### src/rtl/pipe_ctrl_pkg.sv
// Shared types and constants for the pipeline hazard sequencer.
package pipe_ctrl_pkg;

  // Width of the exported FSM state.
  localparam int unsigned StateW = 2;

  // Default register-address width (32 architectural registers).
  localparam int unsigned RegAwDefault = 5;

  // Width of the memory wait counter; covers the full MEM_TIMEOUT range.
  localparam int unsigned WaitCntW = 16;

  // Width of the residual flush counter; covers FLUSH_CYCLES up to 7.
  localparam int unsigned FlushCntW = 3;

  // Sequencer states. Encoding 2'd3 is unused and recovers to StRun.
  typedef enum logic [StateW-1:0] {
    StRun     = 2'd0,
    StFlush   = 2'd1,
    StMemWait = 2'd2
  } state_e;

endpackage

### src/rtl/load_use_detect.sv
// Load-use hazard comparator: flags when the instruction in IF/ID reads the
// destination of a load sitting in ID/EX. x0 is hard-wired zero and never stalls.
module load_use_detect #(
  parameter int unsigned REG_AW = 5
) (
  input  logic              idex_memread_i,
  input  logic [REG_AW-1:0] idex_rd_i,
  input  logic [REG_AW-1:0] ifid_rs1_i,
  input  logic [REG_AW-1:0] ifid_rs2_i,
  output logic              lu_o
);

  // Pure comparator, no state.
  always_comb begin
    lu_o = idex_memread_i && (idex_rd_i != '0) &&
           ((idex_rd_i == ifid_rs1_i) || (idex_rd_i == ifid_rs2_i));
  end

endmodule

### src/rtl/pipeline_hazard_ctrl.sv
// Central stall/flush sequencer for the 5-stage pipeline registers.
// Handles load-use bubbles, taken branches resolved at EX/MEM and
// multi-cycle data-memory accesses. Outputs are combinational from the
// registered state plus current inputs so stalls take effect with zero latency.
// Optional build macro: HAZARD_PERF_EN adds stall_cnt / flush_cnt counters.
module pipeline_hazard_ctrl
  import pipe_ctrl_pkg::*;
#(
  parameter int unsigned FLUSH_CYCLES = 1,
  parameter int unsigned MEM_TIMEOUT  = 255,
  parameter int unsigned REG_AW       = RegAwDefault
) (
  input  logic              clk,
  input  logic              reset,
  input  logic [REG_AW-1:0] ifid_rs1,
  input  logic [REG_AW-1:0] ifid_rs2,
  input  logic              idex_memread,
  input  logic [REG_AW-1:0] idex_rd,
  input  logic              exm_branch,
  input  logic              exm_zero,
  input  logic              exm_memread,
  input  logic              exm_memwrite,
  input  logic              dmem_ready,
  output logic              pc_write,
  output logic              ifid_write,
  output logic              ifid_flush,
  output logic              idex_flush,
  output logic              exm_write,
  output logic              exm_flush,
  output logic              memwb_write,
  output logic              dmem_req,
  output logic              mem_err,
`ifdef HAZARD_PERF_EN
  output logic [31:0]       stall_cnt,
  output logic [31:0]       flush_cnt,
`endif
  output logic [StateW-1:0] state
);

  localparam bit                   MultiFlush = (FLUSH_CYCLES > 1);
  localparam logic [FlushCntW-1:0] FlushInit  = FlushCntW'(FLUSH_CYCLES - 1);
  localparam logic [WaitCntW-1:0]  TimeoutVal = WaitCntW'(MEM_TIMEOUT);

  state_e               state_q, state_d;
  logic [FlushCntW-1:0] fcnt_q, fcnt_d;
  logic [WaitCntW-1:0]  wcnt_q, wcnt_d;
  logic                 mem_err_q, mem_err_d;

  logic mem_acc;
  logic taken;
  logic mem_stall;
  logic lu;

  assign mem_acc   = exm_memread | exm_memwrite;
  assign taken     = exm_branch & exm_zero;
  assign mem_stall = mem_acc & ~dmem_ready;

  load_use_detect #(
    .REG_AW(REG_AW)
  ) u_load_use_detect (
    .idex_memread_i(idex_memread),
    .idex_rd_i     (idex_rd),
    .ifid_rs1_i    (ifid_rs1),
    .ifid_rs2_i    (ifid_rs2),
    .lu_o          (lu)
  );

  // State, counters and sticky error flag.
  always_ff @(posedge clk or negedge reset) begin
    if (!reset) begin
      state_q   <= StRun;
      fcnt_q    <= '0;
      wcnt_q    <= '0;
      mem_err_q <= 1'b0;
    end else begin
      state_q   <= state_d;
      fcnt_q    <= fcnt_d;
      wcnt_q    <= wcnt_d;
      mem_err_q <= mem_err_d;
    end
  end

  // Next-state and counter update.
  always_comb begin
    state_d   = state_q;
    fcnt_d    = fcnt_q;
    wcnt_d    = wcnt_q;
    mem_err_d = mem_err_q;
    case (state_q)
      StRun: begin
        if (mem_stall) begin
          state_d = StMemWait;
          wcnt_d  = WaitCntW'(1);
        end else if (taken) begin
          if (MultiFlush) begin
            state_d = StFlush;
            fcnt_d  = FlushInit;
          end else begin
            state_d = StRun;
            fcnt_d  = '0;
          end
        end
      end
      StFlush: begin
        // A memory stall freezes the residual flush count until release.
        if (mem_stall) begin
          state_d = StMemWait;
          wcnt_d  = WaitCntW'(1);
        end else if (fcnt_q <= FlushCntW'(1)) begin
          state_d = StRun;
          fcnt_d  = '0;
        end else begin
          fcnt_d = fcnt_q - FlushCntW'(1);
        end
      end
      StMemWait: begin
        if (!dmem_ready) begin
          if (wcnt_q < TimeoutVal) begin
            wcnt_d = wcnt_q + WaitCntW'(1);
          end
        end else begin
          wcnt_d = '0;
          if (taken) begin
            if (MultiFlush) begin
              state_d = StFlush;
              fcnt_d  = FlushInit;
            end else begin
              state_d = StRun;
              fcnt_d  = '0;
            end
          end else if (fcnt_q != '0) begin
            state_d = StFlush;
          end else begin
            state_d = StRun;
          end
        end
      end
      default: begin
        state_d = StRun;
        fcnt_d  = '0;
        wcnt_d  = '0;
      end
    endcase
    // Timeout is sticky; the FSM keeps waiting regardless.
    if (wcnt_d >= TimeoutVal) begin
      mem_err_d = 1'b1;
    end
  end

  // Enables, flushes and memory request; reset overrides asynchronously.
  always_comb begin
    pc_write    = 1'b0;
    ifid_write  = 1'b0;
    exm_write   = 1'b0;
    memwb_write = 1'b0;
    ifid_flush  = 1'b0;
    idex_flush  = 1'b0;
    exm_flush   = 1'b0;
    dmem_req    = 1'b0;
    if (!reset) begin
      ifid_flush = 1'b1;
      idex_flush = 1'b1;
      exm_flush  = 1'b1;
    end else begin
      case (state_q)
        StRun: begin
          dmem_req = mem_acc;
          if (mem_stall) begin
            // Freeze everything until memory answers.
          end else if (taken) begin
            pc_write    = 1'b1;
            ifid_write  = 1'b1;
            exm_write   = 1'b1;
            memwb_write = 1'b1;
            ifid_flush  = 1'b1;
            idex_flush  = 1'b1;
            exm_flush   = 1'b1;
          end else if (lu) begin
            // Hold PC and IF/ID, inject a bubble into ID/EX.
            exm_write   = 1'b1;
            memwb_write = 1'b1;
            idex_flush  = 1'b1;
          end else begin
            pc_write    = 1'b1;
            ifid_write  = 1'b1;
            exm_write   = 1'b1;
            memwb_write = 1'b1;
          end
        end
        StFlush: begin
          // Load-use is ignored here: the younger stages are being squashed.
          if (!mem_stall) begin
            pc_write    = 1'b1;
            ifid_write  = 1'b1;
            exm_write   = 1'b1;
            memwb_write = 1'b1;
            ifid_flush  = 1'b1;
            idex_flush  = 1'b1;
          end
        end
        StMemWait: begin
          dmem_req = 1'b1;
          if (dmem_ready) begin
            pc_write    = 1'b1;
            ifid_write  = 1'b1;
            exm_write   = 1'b1;
            memwb_write = 1'b1;
            if (taken) begin
              ifid_flush = 1'b1;
              idex_flush = 1'b1;
              exm_flush  = 1'b1;
            end
          end
        end
        default: begin
          // Unreachable encoding: hold everything for one cycle.
        end
      endcase
    end
  end

  assign mem_err = mem_err_q;
  assign state   = state_q;

`ifdef HAZARD_PERF_EN
  logic [31:0] stall_cnt_q, stall_cnt_d;
  logic [31:0] flush_cnt_q, flush_cnt_d;
  logic        taken_evt;

  // A taken branch is acted on in RUN (no stall) or on a MEM_WAIT release.
  always_comb begin
    taken_evt   = taken && (((state_q == StRun) && !mem_stall) ||
                            ((state_q == StMemWait) && dmem_ready));
    stall_cnt_d = stall_cnt_q + {31'd0, ~pc_write};
    flush_cnt_d = flush_cnt_q + {31'd0, taken_evt};
  end

  // Free-running performance counters, wrapping modulo 2^32.
  always_ff @(posedge clk or negedge reset) begin
    if (!reset) begin
      stall_cnt_q <= '0;
      flush_cnt_q <= '0;
    end else begin
      stall_cnt_q <= stall_cnt_d;
      flush_cnt_q <= flush_cnt_d;
    end
  end

  assign stall_cnt = stall_cnt_q;
  assign flush_cnt = flush_cnt_q;
`endif

endmodule

### config.mk
export PLATFORM = sky130hd
export DESIGN_NAME = pipeline_hazard_ctrl
export DESIGN_NICKNAME = d
export VERILOG_FILES = /design/src/rtl/pipe_ctrl_pkg.sv /design/src/rtl/load_use_detect.sv /design/src/rtl/pipeline_hazard_ctrl.sv
export SDC_FILE = /design/constraint.sdc
export NUM_CORES = 1
export LEC_CHECK = 0
export ABC_AREA = 1
export CORE_MARGIN = 2
export CORE_UTILIZATION = 45
export DETAILED_ROUTE_END_ITERATION = 6
export PLACE_DENSITY = 0.79
export SLEW_MARGIN = 30
export SYNTH_ARGS = -nofsm -noshare
export SYNTH_HDL_FRONTEND = slang
export SYNTH_SLANG_ARGS = --single-unit
### constraint.sdc
create_clock -name clk -period 2.4 [get_ports clk]
set_clock_uncertainty 0.1 [all_clocks]
set_input_delay 0.48 -clock clk [delete_from_list [all_inputs] [get_ports clk]]
set_output_delay 0.48 -clock clk [all_outputs]
set_load 0.005 [all_outputs]
* Word level (Yosys, flattened, before mapping)
Index checks and enable logic that the tools add are counted.
Operators by class: order comparisons 3, $add $sub $neg 2, equality and inequality tests 9, bitwise gates (word level) 4, muxes and demuxes 41, reductions and logical operators 9
Operators by type and width (number):
- $mux 16 | 3
- $pmux 16 s2 | 1
- $mux 1 | 19
- $add 16x1->16 const B | 1
- $ge 16x8->1 const B | 1
- $lt 16x8->1 const B | 1
- $mux 3 | 5
- $eq 5x5->1 | 2
- $mux 2 | 5
- $pmux 1 s3 | 3
- $pmux 3 s3 | 1
- $ne 2x2->1 const B | 3
- $ne 3x3->1 const B | 2
- $pmux 1 s2 | 3
- $pmux 2 s3 | 1
- $reduce_and 3->1 | 2
- $reduce_bool 5->1 | 1
- $le 3x1->1 const B | 1
- $reduce_bool 3->1 | 1
- $sub 3x1->3 const B | 1
- $and 1x1->1 | 2
- $eq 2x1->1 const B | 1
- $eq 2x2->1 const B | 1
- $logic_and 1x1->1 | 2
- other kinds (5) | 5
Storage, ports and cells: input bits 23, output and inout bits 11, register bits after elaboration 22, logic and storage cells 72

* Longest topological paths before layout
depth after elaboration 8, gate-level depth with buffers 14, mapped depth without buffers 14

* By module
From an unflattened synthesis, not the netlist that was laid out.
Second synthesis, totals: cells, all modules 253, area total of the unflattened synthesis 1682.9 um^2
Modules (own cells, without submodules):
- pipeline_hazard_ctrl | seq. area each 550.5 um^2, area each 1487.7 um^2, cells an instance 208, times used 1
- load_use_detect | seq. area each 0.0 um^2, area each 195.2 um^2, cells an instance 45, times used 1

* Worst setup path before layout
Ideal clock, no wire load.
kind input port to output port, from input dmem_ready, to output pc_write, arrival time 1.402 ns, stages 7, data required time 1.820 ns, slack 0.418 ns, path buffers 1, cell sequence inv_1 -> o21ai_1 -> nand2_1 -> a21oi_1 -> o21ai_0 -> inv_1 -> buf_4
On the way: longest elaborated chain between the ends 5, elaborated cells on any way between the ends 7, those cells by class 5 x mux; 2 x bitwise
RTL lines:
- from (decl) | line pipeline_hazard_ctrl.sv:23 | input logic dmem_ready,
- $not 1->1 | line pipeline_hazard_ctrl.sv:56 | assign mem_stall = mem_acc & ~dmem_ready;
- $and 1x1->1 | line pipeline_hazard_ctrl.sv:56
- $mux 1, on equally long branches
- $pmux 1 s3 *
- $mux 1 *
- to (decl) | line pipeline_hazard_ctrl.sv:24 | output logic pc_write,
Mark *: on every way between the ends. The rest lies on a longest branch, timed or not.

* Final worst setup path
from input ifid_rs1[0], to output ifid_write
On the way: longest elaborated chain between the ends 8
RTL lines:
- from (decl) | line pipeline_hazard_ctrl.sv:15 | input logic [REG_AW-1:0] ifid_rs1,
- $eq 5x5->1 | line load_use_detect.sv:16 | ((idex_rd_i == ifid_rs1_i) || (idex_rd_i == ifid_rs2_i));
- $logic_or 1x1->1 | line load_use_detect.sv:16
- $logic_and 1x1->1 | line load_use_detect.sv:15 | lu_o = idex_memread_i && (idex_rd_i != '0) &&
- $mux 1 | line pipeline_hazard_ctrl.sv:178 | end else if (lu) begin
- $mux 1 | line pipeline_hazard_ctrl.sv:170 | end else if (taken) begin
- $mux 1 | line pipeline_hazard_ctrl.sv:168 | if (mem_stall) begin
- $pmux 1 s3 | line pipeline_hazard_ctrl.sv:165 | case (state_q)
- $mux 1 | line pipeline_hazard_ctrl.sv:160 | if (!reset) begin
- to (decl) | line pipeline_hazard_ctrl.sv:25 | output logic ifid_write,
Every way passes these cells.

==> results.sh <==
export IMPL_outcome="complete, no violations"
export IMPL_reg2reg_depth=13
export IMPL_antenna_left=0
export IMPL_crit_arrival_ns=1.77
export IMPL_p_leak_nw=1.04
export IMPL_clkTransAtPathRegs_ns=0.13
export IMPL_cp_end_kind="primary output"
export IMPL_postPlaceCellArea_um2=1980
export IMPL_layout_nets=296
export IMPL_routed_wl_mm=4.06
export IMPL_ys_warn_count=0
export IMPL_ys_seq_area_frac=0.356
export IMPL_drive_above_1_share=0.190
export IMPL_setup_tns_ns=0
export IMPL_grt_use_met3=0.0234
export IMPL_die_w_um=62.6
export IMPL_post_route_period_util=0.979
export IMPL_slowest_delay_ns=0.41
export IMPL_slew_viol_final=0
export IMPL_synth_async_reset_ratio=1.00
export IMPL_p_per_area_nw_per_um2=648
export IMPL_design_power_total_mw=1.36
export IMPL_htreeDepth=1
export IMPL_synth_cell_types=32
export IMPL_hold_depth=1
export IMPL_maxCapViolCount=0
export IMPL_path_depth=9
export IMPL_tightest_slew_ns=0.345
export IMPL_place_hpwl_mm=2.96
export IMPL_netlist_area_um2=1550
export IMPL_grt_most_used_layer="met2"
export IMPL_grt_usage=0.215
export IMPL_hold_class="flop to flop"
export IMPL_setup_viol_count_final=0
export IMPL_crit_buf_inv=3
export IMPL_cts_root_buffer="clkbuf_4"
export IMPL_vdd_drop_max_mv=0.563
export IMPL_num_io_pins=34
export IMPL_grt_max_degree=23
export IMPL_cts_made_buffers=3
export IMPL_holdWs_ns=0.401
export IMPL_drc_errors=0
export IMPL_worstPathCellList="clkdlybuf4s50_1 -> xor2_1 -> nor2_1 -> nand4_1 -> nand2_1 -> nand3_2 -> o21ai_1 -> inv_1 -> buf_2"
export IMPL_nFillCells=307
export IMPL_synth_nets=245
export IMPL_vias=1570
export IMPL_multi_input_area_um2=882
export IMPL_vias_per_cell=5.00
export IMPL_dp_slack_ns=-0.418
export IMPL_core_um2=3310
export IMPL_num_rows=21
export IMPL_firstDrtPassIters=4
export IMPL_synth_avg_cell_area_um2=7.09
export IMPL_path_class="input pin to primary output"
export IMPL_cts_sinks=22
export IMPL_regArea_um2=552
export IMPL_cts_tree="done"
export IMPL_clock_fmax_ghz=0.426
export IMPL_min_period_ns=2.35
export IMPL_yosysMostFrequentCell="nand2_1"
export IMPL_setup_slack_ns=0.0506
export IMPL_grtUsageMet2=0.375
export IMPL_dieArea_um2=3920
export IMPL_gp_congestion=0.879
export IMPL_yosys_area_top_type="dfrtp_1"
export IMPL_slowest_stage="clkdlybuf4s50_1"
export IMPL_ys_top_cells_by_count="nand2_1, inv_1, nor2_1"
export IMPL_cp_max_fo=2
export IMPL_required_ns=1.82
export IMPL_drtIter0Drc=82
export IMPL_syn_inst=218
export IMPL_grt_antenna_before_repair=0
export IMPL_overflow=0
export IMPL_startpoint_type="input pin"
export IMPL_wl_per_cell_um=12.9
export IMPL_io_buffers=33
export IMPL_first_global_vias=1479
export IMPL_start_util=0.467
export IMPL_die_h_um=62.6
export IMPL_synth_edf_count=0
export IMPL_final_hold_violation_count=0
export IMPL_synth_main_ff_cell="dfrtp_1"
export IMPL_final_cell_area_um2=2110
export IMPL_use_met1=0.279
export IMPL_cpLargestDelayFamily="buffers and inverters"
export IMPL_diodes=0
export IMPL_yosys_top_cells_area="dfrtp_1, nand2_1, inv_1, nor2_1, nand3_1"
export IMPL_clk_latency_ns=0.32
export IMPL_grt_pass1_wl_mm=6.78
export IMPL_slew_headroom=0.770
export IMPL_synth_seq_cells=22
export IMPL_synth_top_cell_area_share=0.356
export IMPL_clockBufferDepth=2
export IMPL_syn_to_final_growth_pct=36.3
==> what timing repair did <==
item                       CTS  global route
setup endpoints to repair    8             8
gates resized for setup     26            14
hold buffers                 0             0
pin swaps                   10             5
setup buffers                4             2
==> sequential cells by signal (all words and copies together) (netlist names) <==
name,cells
state,2
fcnt_q,3
mem_err,1
wcnt_q,16
==> final timing paths <==
path                                  startpoint                    end  slack [ns]
max in group asynchronous                  reset   state[0]$_DFFE_PN0P_        1.51
min                        fcnt_q[2]$_DFFE_PN0P_  fcnt_q[2]$_DFFE_PN0P_        0.40
max                                  ifid_rs1[0]             ifid_write        0.05
min in group asynchronous                  reset   wcnt_q[11]$_DFF_PN0_        0.45
max reg2reg                  wcnt_q[0]$_DFF_PN0_    mem_err$_DFFE_PN0P_        0.47
min reg2reg                fcnt_q[2]$_DFFE_PN0P_  fcnt_q[2]$_DFFE_PN0P_        0.40
==> kinds of logic after synthesis <==
kind of cell,Yosys count,synth area share
AND/OR/NAND/NOR,117,0.341
adder cells (fa/ha/maj),4,0.0324
buffers and inverters,37,0.101
XOR/XNOR,14,0.0794
AO/OA/AOI/OAI,24,0.0899
flip-flops,22,0.356
==> area by class of cell <==
cell class,count,area share
Tap cell,46,0.0273
Clock inverter,1,0.0143
Sequential cell,22,0.262
Timing Repair Buffer,50,0.207
Multi-Input combinational cell,159,0.419
Clock buffer,3,0.0107
Inverter,33,0.0594
==> stage by stage <==
stage	std cells	util
floorplan	218	-
detailed placement	304	0.599
global placement	304	0.599
finish	314	0.636
CTS	312	0.630
global route	314	0.636
==> power by group <==
part	switching, mW	internal [mW]
Combinational	0.332	0.271
Clock	0.121	0.169
Sequential	0.0497	0.422
Total	0.503	0.862
==> cell usage in the layout, fill, tap and decap left out, types with 5 or more instances in the layout <==
cell	count
clkdlybuf4s50_1	16
xnor2_1	8
dlygate4sd2_1	9
inv_1	27
nand2_1	57
nand3_1	14
xor2_1	6
a21oi_1	6
inv_2	5
nand4_1	6
nor2_1	23
dfrtp_1	21
buf_4	17
==> metal layers <==
layer  up-vias  share of wire
met5         -              0
met4         0          0.015
met3         9          0.028
met2        40           0.52
met1       737           0.44
li1        784              -
(Power assumes the default switching activity.)
